**src/rtl/sw_time_cnt.sv**
```systemverilog
// Stopwatch time counter: BCD centiseconds/seconds/minutes driven by 100 Hz pulse edges,
// with run/stop, clear, lap-freeze of the display and overflow flag.
module sw_time_cnt #(
   parameter int MIN_MAX = 59,
   parameter bit WRAP    = 1'b1
) (
   input  logic       clk,
   input  logic       rst,
   input  logic       run_md,
   input  logic       clr_on,
   input  logic       lap_on,
   input  logic       pls_100hz,
   output logic [7:0] cs_bcd,
   output logic [7:0] sec_bcd,
   output logic [7:0] min_bcd,
   output logic       lap_hold,
   output logic       sec_pls,
   output logic       ovf
);

   localparam logic [7:0] MIN_TOP = {4'(MIN_MAX / 10), 4'(MIN_MAX % 10)};

   logic       pls_x0_q, pls_x1_q, clr_x0_q, clr_x1_q, lap_x0_q, lap_x1_q;
   logic [7:0] cs_q, sec_q, min_q;
   logic [7:0] cs_d, sec_d, min_d;
   logic [7:0] cs_disp_q, sec_disp_q, min_disp_q;
   logic       lap_q, lap_d;
   logic       secp_q, secp_d;
   logic       ovf_q, ovf_d;
   logic       tick, clr_evt, lap_evt, at_top;

   function automatic logic [7:0] bcd_inc(input logic [7:0] v);
      if (v[3:0] == 4'd9) return {v[7:4] + 4'd1, 4'd0};
      else                return {v[7:4], v[3:0] + 4'd1};
   endfunction

   always_comb begin
      tick    = pls_x0_q & ~pls_x1_q & run_md;
      clr_evt = clr_x0_q & ~clr_x1_q & ~run_md;
      lap_evt = lap_x0_q & ~lap_x1_q & run_md;
      at_top  = (min_q == MIN_TOP) && (sec_q == 8'h59) && (cs_q == 8'h99);

      cs_d   = cs_q;
      sec_d  = sec_q;
      min_d  = min_q;
      lap_d  = lap_q;
      ovf_d  = ovf_q;
      secp_d = 1'b0;

      if (clr_evt) begin
         cs_d  = '0;
         sec_d = '0;
         min_d = '0;
         ovf_d = 1'b0;
         lap_d = 1'b0;
      end else begin
         if (lap_evt) lap_d = ~lap_q;
         if (tick) begin
            if (at_top) begin
               ovf_d = 1'b1;
               if (WRAP) begin
                  cs_d   = '0;
                  sec_d  = '0;
                  min_d  = '0;
                  secp_d = 1'b1;
               end
            end else if (cs_q == 8'h99) begin
               cs_d   = '0;
               secp_d = 1'b1;
               if (sec_q == 8'h59) begin
                  sec_d = '0;
                  min_d = bcd_inc(min_q);
               end else begin
                  sec_d = bcd_inc(sec_q);
               end
            end else begin
               cs_d = bcd_inc(cs_q);
            end
         end
      end
   end

   // Display samples the pre-update live count, so a lap coinciding with a tick freezes the pre-tick value.
   always_ff @(posedge clk or posedge rst) begin
      if (rst) begin
         pls_x0_q   <= 1'b0;
         pls_x1_q   <= 1'b0;
         clr_x0_q   <= 1'b0;
         clr_x1_q   <= 1'b0;
         lap_x0_q   <= 1'b0;
         lap_x1_q   <= 1'b0;
         cs_q       <= '0;
         sec_q      <= '0;
         min_q      <= '0;
         cs_disp_q  <= '0;
         sec_disp_q <= '0;
         min_disp_q <= '0;
         lap_q      <= 1'b0;
         secp_q     <= 1'b0;
         ovf_q      <= 1'b0;
      end else begin
         pls_x0_q <= pls_100hz;
         pls_x1_q <= pls_x0_q;
         clr_x0_q <= clr_on;
         clr_x1_q <= clr_x0_q;
         lap_x0_q <= lap_on;
         lap_x1_q <= lap_x0_q;
         cs_q     <= cs_d;
         sec_q    <= sec_d;
         min_q    <= min_d;
         lap_q    <= lap_d;
         secp_q   <= secp_d;
         ovf_q    <= ovf_d;
         if (!lap_q) begin
            cs_disp_q  <= cs_q;
            sec_disp_q <= sec_q;
            min_disp_q <= min_q;
         end
      end
   end

   assign cs_bcd   = cs_disp_q;
   assign sec_bcd  = sec_disp_q;
   assign min_bcd  = min_disp_q;
   assign lap_hold = lap_q;
   assign sec_pls  = secp_q;
   assign ovf      = ovf_q;

endmodule
```
**config.mk**
```make
export PLATFORM = sky130hd
export DESIGN_NAME = sw_time_cnt
export DESIGN_NICKNAME = d
export VERILOG_FILES = /design/src/rtl/sw_time_cnt.sv
export SDC_FILE = /design/constraint.sdc
export NUM_CORES = 1
export LEC_CHECK = 0
export CAP_MARGIN = 30
export CORE_MARGIN = 4
export CORE_UTILIZATION = 40
export DETAILED_ROUTE_END_ITERATION = 7
export GPL_TIMING_DRIVEN = 0
export HOLD_SLACK_MARGIN = 0.08
export PLACE_DENSITY = 0.57
export SYNTH_ARGS = -nofsm -noshare
export SYNTH_HDL_FRONTEND = slang
export SYNTH_SLANG_ARGS = --single-unit
```
**constraint.sdc**
```tcl
create_clock -name clk -period 5.1 [get_ports clk]
set_input_delay 1.02 -clock clk [delete_from_list [all_inputs] [get_ports clk]]
set_output_delay 1.02 -clock clk [all_outputs]
set_load 0.01 [all_outputs]
```
# After elaboration in Yosys (flattened, before gate mapping)
# Index checks and enable logic that the tools add are counted.
[totals]
wordCells = 83
ff_bits = 57
[classes]
mux = 26
reduce_logical = 16
n_addsub = 6
n_eq_ne = 6
n_bitwise = 11
[op_table]
columns = ["cell", "n"]
rows = [
  ["$mux 8", 17],
  ["$add 4x1->4 const B", 6],
  ["$eq 8x7->1 const B", 2],
  ["$eq 4x4->1 const B", 3],
  ["$mux 1", 9],
  ["$reduce_bool 3->1", 3],
  ["$eq 8x8->1 const B", 1],
  ["$reduce_bool 4->1", 2],
  ["$and 1x1->1", 6],
  ["$reduce_and 2->1", 3],
  ["$reduce_and 3->1", 2],
  ["$reduce_bool 2->1", 3],
  ["$not 1->1", 5],
  ["$reduce_and 4->1", 1],
  ["$logic_and 1x1->1", 2],
]

# Longest topological paths before layout
# Gate-level depths: netlist of the first run.
[depth]
depth_word = 7
ltp_mapped = 9
ltp_nobuf = 7

# Least setup slack after synthesis of the first run
# No wires, ideal clock.
[synth_path]
kind = "in2reg"
from = "input port run_md"
to = "register min_q[4]"
stages = 6
t_required_ns = 5.022
slack_ns = 2.867
t_arrival_ns = 2.155
cell_sequence = "and3b_1 -> buf_2 -> nand4_2 -> buf_6 -> or4_1 -> a21oi_1"
[synth_between]
elab_chain_len = 4
[synth_rtl]
columns = ["element", "line", "rtl"]
rows = [
  ["from (decl)", "9", "input logic run_md,"],
  ["$not 1->1", "39", "clr_evt = clr_x0_q & ~clr_x1_q & ~run_md;"],
  ["$and 1x1->1", "39", ""],
  ["$reduce_bool 3->1 (no line) / $reduce_bool 2->1 (equally long branches)", "n/a", ""],
  ["$reduce_and 4->1 (no line)", "n/a", ""],
  ["to (signal assigned)", "110", "min_q <= min_d;"],
  ["to (decl)", "24", "logic [7:0] cs_q, sec_q, min_q;"],
]
# Several ways; a longest one is shown, not always the timed one.
# A chain may end at the register's enable or synchronous reset.

# Worst setup path in the final report of the first run
[layout_path]
from = "input port run_md"
to = "register min_q[1]"
[layout_between]
elab_chain_len = 4
[layout_rtl]
columns = ["element", "line"]
rows = [
  ["$not 1->1", "39"],
  ["$and 1x1->1", "39"],
  ["$reduce_bool 3->1 (no line) / $reduce_bool 2->1 (equally long branches)", "n/a"],
  ["$reduce_and 3->1 (no line)", "n/a"],
]
# Several ways; a longest one is shown, not always the timed one.

==> results by group, run 1 <==
Drt
  • Initial DRC count: 44
  • DR vias: 1,861
  • Final ANT Viol Nets: 0
  • Routed wire per std cell: 15.2 um
  • Routed WL: 5370 um
  • Drt via density: 5.26
  • First-pass DRT Iterations: 4
  • DRC errors left: 0

Cells and area
  • Share of cells above drive strength 1: roughly 14%
  • Multi-input gate area: 1060 um2
  • ANT cells: 0
  • Area Overhead vs Synth: 25.2%
  • Layout Cell Area excl Fill: 3220 um2
  • FF/Latch Area: around 1400 um2
  • Fillcell total: 578
  • Fin nets: 292

Die
  • Initial Util: between 40% and 50%
  • Floorplan row count: 28
  • Ports: 33
  • Core area: a little over 6000 um2
  • Width of the die: a little under 90 um
  • Height of the chip: between 80 and 90 um
  • DIE AREA: 7780 um2

Pwr
  • Clock network fraction of design power: between 40% and 50%
  • Gate power share: under 10%
  • Switching power: 0.236 mW
  • Static Leak: 1.46 nW
  • Power per cell area: ~310 nW/um2
  • Internal: 0.762 mW
  • Seq pwr share: 47.4%
  • VDD IR-drop max: 0.000191 V
  • Sw Share: a little under a quarter

Clocking
  • CTS tree: done
  • Cts hold-fix bufs: 0
  • Root Buffer: clkbuf_8
  • Clock transition at the registers of the reported paths: 0.07 ns
  • Maximum root-to-sink buffer count: 2
  • H-tree Lvls: 3
  • Gates resized, CTS repair: 0
  • # clock sinks: 57
  • Post-CTS Setup Bufs: 0
  • Number of CTS-inserted buffers: 9
  • Worst skew pair latency: 0.33 ns

Timing
  • Fmax: 0.368 GHz
  • Clock skew: between 0.002 and 0.0025 ns
  • Final slew viol count: 0
  • RSZ-0062 raised after global routing: no
  • Final Cycle Share: between 50% and 60%
  • Worst hold margin: approximately 0.38 ns
  • Worst-Margin Slew: 0.986 ns
  • Final hold violation count: 0
  • Final setup TNS: 0 ns
  • Final setup violation count: 0
  • Tmin final: between 2 and 3 ns
  • Rel. slew slack: 34.1%

Placed design
  • Port Buffers: 32
  • Placer Congestion: 0.788
  • DP Area: 3010 um2
  • DP HPWL: 3630 um

Global route
  • All-Layer GR Usage: 15.9%
  • Gr ovfl total: 0
  • Largest net degree at the start of global routing: 33
  • GR met2 Demand/Resource: 21.5%
  • Met1 Usage GRT: 23.0%
  • Vias in the first global route: 1,860
  • GRT busiest layer: met1
  • Initial antenna violation count: 0
  • GRT met3 Usage: 6.02%
  • First-pass GRT wire length: between 9000 and 10,000 um

Worst setup path
  • FF-to-FF End: min_q[7]
  • Critical Path Fanout Max: 10
  • CP Capture Type: flop
  • WS Path Type: in -> reg
  • Required @ worst endpoint: 5.29 ns
  • Reg2Reg Launch Point: cs_q[5]
  • Startpoint types: primary input
  • R2R Setup Slk: approximately 3.0 ns
  • Worst R2R Path Depth: 8
  • CP arrival: 2.91 ns
  • Critical path startpoint: run_md

Hold path
  • Endpoint, Worst Hold: lap_x1_q
  • Hold path depth: 0
  • Worst min-delay path startpoint: lap_x0_q
  • Worst hold path type: reg -> reg

Synthesis
  • Register area share after synthesis: between 50% and 60%
  • Synthesized area per cell: 11.2 um2
  • Syn Nets: 248
  • Cell count after synthesis: 230
  • Library cells used by synthesis: 32
  • Number of synthesis warnings: 0
  • Synthesized area: 2570 um2
  • Number of synthesized register bits: 57
  • EDFF count, synth: 0
  • Top FF cell, synth: dfrtp_1
  • Post-synth ARST share: 100%

Run status
  • Status: finished, final reports clean

Flow run
  • Maxcap violations: 0
## cells in the final DEF (no fill, tap or decap), types with 8 or more instances in the layout
master           count
nand3_1              8
mux2_2              18
a21oi_1             20
dfrtp_1             57
nand2_1             14
ha_1                12
inv_1                8
clkdlybuf4s50_1     32
clkbuf_8            12
o21ai_0             16
nor2_1              15
## critical path: stages
cell and delay, ns:
clkdlybuf4s50_1 0.47, nor3b_1 0.82, clkbuf_1 0.50, a21oi_1 0.09
## synthesized netlist by cell type (all sizes together), types with 4 or more instances
master | count | share of area (%)
nor2 | 15 | 2.2
nand2 | 14 | 2.0
or3 | 5 | 1.2
ha | 12 | 5.8
dfrtp | 57 | 55
mux2 | 18 | 7.9
clkbuf | 6 | 0.88
nand3 | 8 | 1.6
inv | 9 | 1.3
and3b | 7 | 2.4
buf | 4 | 1.1
nor3 | 4 | 0.78
nand3b | 7 | 2.0
o21ai | 16 | 3.1
o31ai | 4 | 1.2
or4 | 7 | 2.0
a21oi | 20 | 3.9
## flip-flops by register name (all words and copies together) (netlist names), 8 cells and up
| register | flops |
|---|---|
| sec_bcd | 8 |
| min_bcd | 8 |
| sec_q | 8 |
| cs_q | 8 |
| min_q | 8 |
| cs_bcd | 8 |
## stage by stage
stage	instances	setup WS, ns	power, mW	util [%]
floorplan	230	2.68	0.526	-
finish	354	2.38	0.998	52.9
global route	354	2.26	1.05	52.9
detailed placement	338	2.00	0.562	49.3
CTS	354	2.37	1.02	52.9
global placement	337	1.58	0.559	49.0
## power by group through the flow
stage | registers [mW] | clock network (mW) | logic [mW]
after global placement | 0.481 | 0 | 0.0782
after global routing | 0.474 | 0.487 | 0.0882
after detailed placement | 0.481 | 0 | 0.0805
final | 0.473 | 0.447 | 0.0787
after floorplan | 0.483 | 0 | 0.0430
after CTS | 0.473 | 0.462 | 0.0807
## cell families (layout without fill, tap and decap cells)
family          count (synthesis)  after routing  synth area share (%)
buf+inv                        19             68                  3.26
mux                            20             20                  8.66
simple gates                   79             79                  17.7
xor+xnor                        1              1                 0.341
fa+ha+maj                      12             12                  5.84
compound gates                 42             42                  8.76
flops                          57             57                  55.4
## how the worst max path moves through the flow
stage / slack, ns / to / depth (start not counted)
after floorplan: 2.68 / clr_x0_q / 1
after global placement: 1.58 / min_bcd[4] / 2
after detailed placement: 2.00 / min_q[5] / 4
after CTS: 2.37 / min_q[1] / 4
after global routing: 2.26 / min_q[1] / 4
final: 2.38 / min_q[1] / 4
## final cells by class
class                           instances  share of cell area, %
Multi-Input combinational cell        154                   33.0
Timing Repair Buffer                   33                   10.6
Buffer                                 10                   1.55
Tap cell                               75                   2.91
Sequential cell                        57                   44.3
Clock inverter                          4                   1.55
Inverter                                9                   1.05
Clock buffer                           12                   5.13
## layer usage
metal	wire (um)	up-vias
met2	2250	39
met4	84	0
met3	232	8
met1	2800	904
li1	-	910
met5	0	-
Note: power is estimated with default switching activity, not from simulation.
==> inputs of run 2 (changes only) <==
==> constraint.sdc (replaced) <==
create_clock -name clk -period 2.7 [get_ports clk]
set_input_delay 0.54 -clock clk [delete_from_list [all_inputs] [get_ports clk]]
set_output_delay 0.54 -clock clk [all_outputs]
set_load 0.01 [all_outputs]
==> results of run 2 <==
The final DEF is identical to that of run 1. Status: finished, final reports clean.
Among the figures that moved: setup slack after placement 2.00 ns -> 0.0848 ns; setup slack after layout 2.38 ns -> 0.463 ns; register-to-register setup slack 3.04 ns -> 0.64 ns; total power 0.998 mW -> 1.89 mW; worst IR drop on VDD 0.000191 V -> 0.000361 V
==> RTL edit 1, RTL diff (flow settings as in run 2) <==
Put one more register stage on the output `sec_bcd`, cleared by the reset. The value now appears one clock later. The other outputs are not delayed to match.
--- a/src/rtl/sw_time_cnt.sv
+++ b/src/rtl/sw_time_cnt.sv
@@ -122,3 +122,9 @@
    assign cs_bcd   = cs_disp_q;
-   assign sec_bcd  = sec_disp_q;
+   always_ff @(posedge clk or posedge rst) begin
+      if (rst) begin
+         sec_bcd <= '0;
+      end else begin
+         sec_bcd <= sec_disp_q;
+      end
+   end
    assign min_bcd  = min_disp_q;
Behaviour: same outputs for any inputs over 10 cycles, from zero or initial values and one cycle with rst high; that may be too few to reach the edited logic, so the function may still have changed.
==> RTL edit 1 against run 2 <==
  * Synthesized cell count increased by 4.3%
  * Wire length increased by 2.0%
  * Total power increased by 4.5%
  * Sequential cell count increased by 8
  * Critical endpoint is now sec_q[0]
  * Largest power group unchanged
  * Worst setup slack improved by 130 ps
  * Area after synthesis increased by 9.0%
  * Global-route usage decreased by 1.1 points
  * Cell area increased by 7.2%
  * Highest routed layer unchanged
  * Clock skew increased by 4.2 ps
  * Via count increased by 2.6%
  * Largest cell class unchanged
==> RTL edit 1: results (changes against run 2) <==
Power
  – Leakage: 1.615 nW (+11%)
  – VDD IR max: 0.0002255 V (-37%)

Setup path
  – Worst-case reg-to-reg path depth: 7 (-1)
  – End of the worst register-to-register path: min_q[0]
  – Reg2Reg Launch Point: sec_q[1]

Placement
  – Post-detail-place hpwl: 3780 µm (+4.1%)
  – Dpl cell area: 0.003266 mm² (+8.6%)
  – Routability cong.: 0.8043 (+2.1%)

Min path
  – Hold Path End: sec_bcd[2]
  – Worst hold start: sec_disp_q[2]

Finish
  – Nets@finish: 302 (+3.4%)
  – Layout cells sized above 1: 16.26% (+1.9 points)

Route
  – Met3 Routed Length: 206 µm (-11%)
  – Met2 WL: 2498 µm (+11%)
  – Met1 wire length: 2642 µm (-5.6%)
  – Via density: 4.958 (-5.7%)
  – Final WL: 5479 µm (+2.0%)

GRT
  – First-pass GRT wire length: 9660 µm (+4.0%)
  – GR Layer Usage met2: 22.46% (+0.98 points)
  – GRT Total Usage: 14.84% (-1.1 points)
  – Routing usage on met1: 19.51% (-3.5 points)

Yosys
  – Area contributors post-synth: dfrtp_1, mux2_2, ha_1
  – Sequential area share after synthesis: 57.98% (+2.5 points)
  – Yosys cell types: 40 (+25%)

Status
  – Status: finished, final reports clean

STA
  – Max-slew headroom: 54.65% (+21 points)
  – Clock skew after layout: 6.580 ps (+4.173 ps)
[RTL edit 1: cell types whose count changed in the layout (fill, tap and decap cells not counted), moves of 4 or more]
cell	change
mux2i_1	+4
a21oi_1	-7
nor3_1	+4
nand2_1	+7
dfrtp_1	+8
clkbuf_1	+5
[RTL edit 1: critical path, cell delays in order]
cell and delay, ps:
clkdlybuf4s50_1 550, and3b_1 170, buf_2 180, nand3_2 160
clkbuf_1 260, or3_1 360, a21oi_1 140
[RTL edit 1: through the flow]
step	utilization [%]	hold WS (ps)	std cells	setup slack [ps]	TNS, ps
after detailed placement	48.07	357.6	369	224.6	0
after CTS	50.85	376.9	385	587.2	0
after global routing	50.85	384.6	385	390.7	0
after global placement	47.77	356.7	368	-655.3	-42330
after floorplan	-	348.6	240	533.5	0
final	50.85	372.6	385	596.0	0
[RTL edit 1: area by class of cell]
class                           count  area [µm²]
Clock inverter                      3       40.04
Sequential cell                    65        1627
Inverter                            9       33.78
Fill cell                         617        3339
Multi-Input combinational cell    154        1090
Buffer                             12       55.05
Clock buffer                       13       148.9
Tap cell                           96       120.1
Timing Repair Buffer               33       340.3
[RTL edit 1: logic make-up (layout without fill, tap and decap cells)]
| logic type | Yosys count | count (layout) | share of synthesized area (%) |
|---|---|---|---|
| AOI/OAI and AO/OA | 34 | 34 | 7.048 |
| adders and majority gates | 12 | 12 | 5.352 |
| buffers and inverters | 21 | 70 | 3.167 |
| DFF | 65 | 65 | 57.98 |
| muxes | 24 | 24 | 9.367 |
| and+or+nand+nor | 84 | 84 | 17.08 |
[RTL edit 1: power by group]
part	switching, mW	internal [mW]	leakage (nW)	total [mW]
Combinational	0.0895	0.0648	0.628	0.154
Clock	0.351	0.450	0.0974	0.801
Sequential	0.0180	0.997	0.890	1.01
==> RTL edit 2, RTL diff (settings of run 2) <==
Made on the original files. Set the parameter `WRAP` to 1'b0 (it was 1'b1).
--- a/src/rtl/sw_time_cnt.sv
+++ b/src/rtl/sw_time_cnt.sv
@@ -4,3 +4,3 @@
    parameter int MIN_MAX = 59,
-   parameter bit WRAP    = 1'b1
+   parameter bit WRAP    = 1'b0
 ) (
Behaviour: no difference found for any inputs over 10 cycles, from zero or initial values and one cycle with rst high; that may be too few to reach the edited logic, so the function may still have changed.
==> RTL edit 2 against run 2 <==
  * Synthesized cell count decreased by 2.2%
  * Wire length decreased by 7.1%
  * Area after synthesis increased by 1.8%
  * Die area increased by 1.7%
  * Core utilization decreased by 1.1 points
  * Sequential share of layout area decreased by 0.84 points
  * Sequential cell count unchanged
  * Via count decreased by 2.6%
  * Total power increased by 3.7%
  * Sequential power increased by 0.9%
  * Maximum frequency increased by 4.5%
  * Worst setup slack improved by 96 ps
  * Cell area increased by 1.9%
  * Cell count decreased by 0.56%
  * Critical endpoint is now min_q[7]
==> RTL edit 2: results (changes against run 2) <==
Route
  – DR pass1 iterations: 5 (+1)
  – DRT iter0 DRCs: 48 (+9.1%)

Yosys
  – Yosys cell types: 43 (+34%)
  – Area contributors post-synth: dfrtp_1, mux2_2, ha_1
  – Count leader, synth: dfrtp_1
  – Syn_nets: 243 (-2.0%)
  – Sequential area share after synthesis: 54.44% (-1.0 points)
  – Synth top cells by count: dfrtp_1, mux2_2, nor2_1

Power
  – Leakage: 1.555 nW (+6.7%)
  – VDD IR max: 0.0002891 V (-20%)

GRT
  – Vias in the first global route: 1795 (-3.5%)
  – GRT Total Usage: 14.80% (-1.1 points)
  – Largest net degree at the start of global routing: 30 (-9.1%)
  – First-pass GRT wire length: 8707 µm (-6.2%)

Setup path
  – Reg2reg setup slack: 620 ps (-20 ps)
  – Worst Path Arrival: 2390 ps (-40 ps)
  – CP Max Fanout: 7 (-3)
  – Reg2Reg Launch Point: sec_q[1]

STA
  – Max-slew headroom: 50.38% (+16 points)
  – Hold slack: 390.4 ps (+7.778 ps)
  – Clock skew after layout: 7.297 ps (+4.889 ps)

Finish
  – Nets@finish: 288 (-1.4%)
  – Layout cells sized above 1: 16.73% (+2.4 points)
  – Number of fill cells in the layout: 555 (-4.0%)

Placement
  – Dpl cell area: 0.003062 mm² (+1.8%)
  – Post-detail-place hpwl: 3580 µm (-1.4%)
  – Routability cong.: 0.8305 (+5.4%)
  – # port buffers: 32 (unchanged)

Status
  – Status: finished, final reports clean

Clocking
  – Clk_lat worst skew: 330 ps (about the same)

Min path
  – Worst hold start: lap_x0_q
[RTL edit 2: cell families (layout without fill, tap and decap cells)]
group           after synthesis  after routing  synth area share [%]
simple gates                 76             76                 17.96
fa+ha+maj                    12             12                 5.731
mux                          21             21                 8.882
xor+xnor                      3              3                 1.003
flops                        57             57                 54.44
compound gates               40             40                 9.695
buf+inv                      16             66                 2.292
[RTL edit 2: report_power, final]
group | switching (mW) | internal (mW)
registers | 0.0198 | 0.882
clock network | 0.317 | 0.572
logic | 0.0893 | 0.0751
total | 0.426 | 1.53
[RTL edit 2: final timing paths]
| path | end | cells after the start |
|---|---|---|
| worst min register to register | lap_x1_q | 0 |
| max in group asynchronous | min_bcd[3] | 3 |
| min in group asynchronous | cs_bcd[2] | 2 |
| worst min-delay path | lap_x1_q | 0 |
| worst max-delay path | min_q[7] | 6 |
| worst max register to register | cs_q[6] | 7 |
[RTL edit 2: through the flow]
step                      util [%]  setup slack, ps  instances  setup TNS [ps]
after global routing         51.72            380.2        352               0
final                        51.72            558.9        352               0
after detailed placement     48.22            192.6        336               0
after floorplan                  -            760.4        225               0
after global placement       47.82           -350.0        334          -19860
after CTS                    51.72            538.3        352               0
[RTL edit 2: final cells by class]
cell class,count,share of cell area (%)
flip-flops and latches,57,43.43
multi-input cells,152,34.51
repair buffers,34,10.51
clock buffers,14,4.952
well taps,77,2.933
clock inverters,2,1.829
inverters,9,1.029
plain buffers,7,0.8000
[RTL edit 2: critical path: stages]
cell and delay, ps:
clkdlybuf4s50_1 540, nand3b_1 170, nor3_4 330, nand4_1 240, or4_1 500, o21ai_0 80
[RTL edit 2: metal layers]
metal	vias to the layer above	track usage, %	wire, µm
li1	911	-	-
met1	865	20.22	2460
met2	28	22.06	2252
met3	8	4.424	186
met4	0	6.089	89
met5	-	0	0
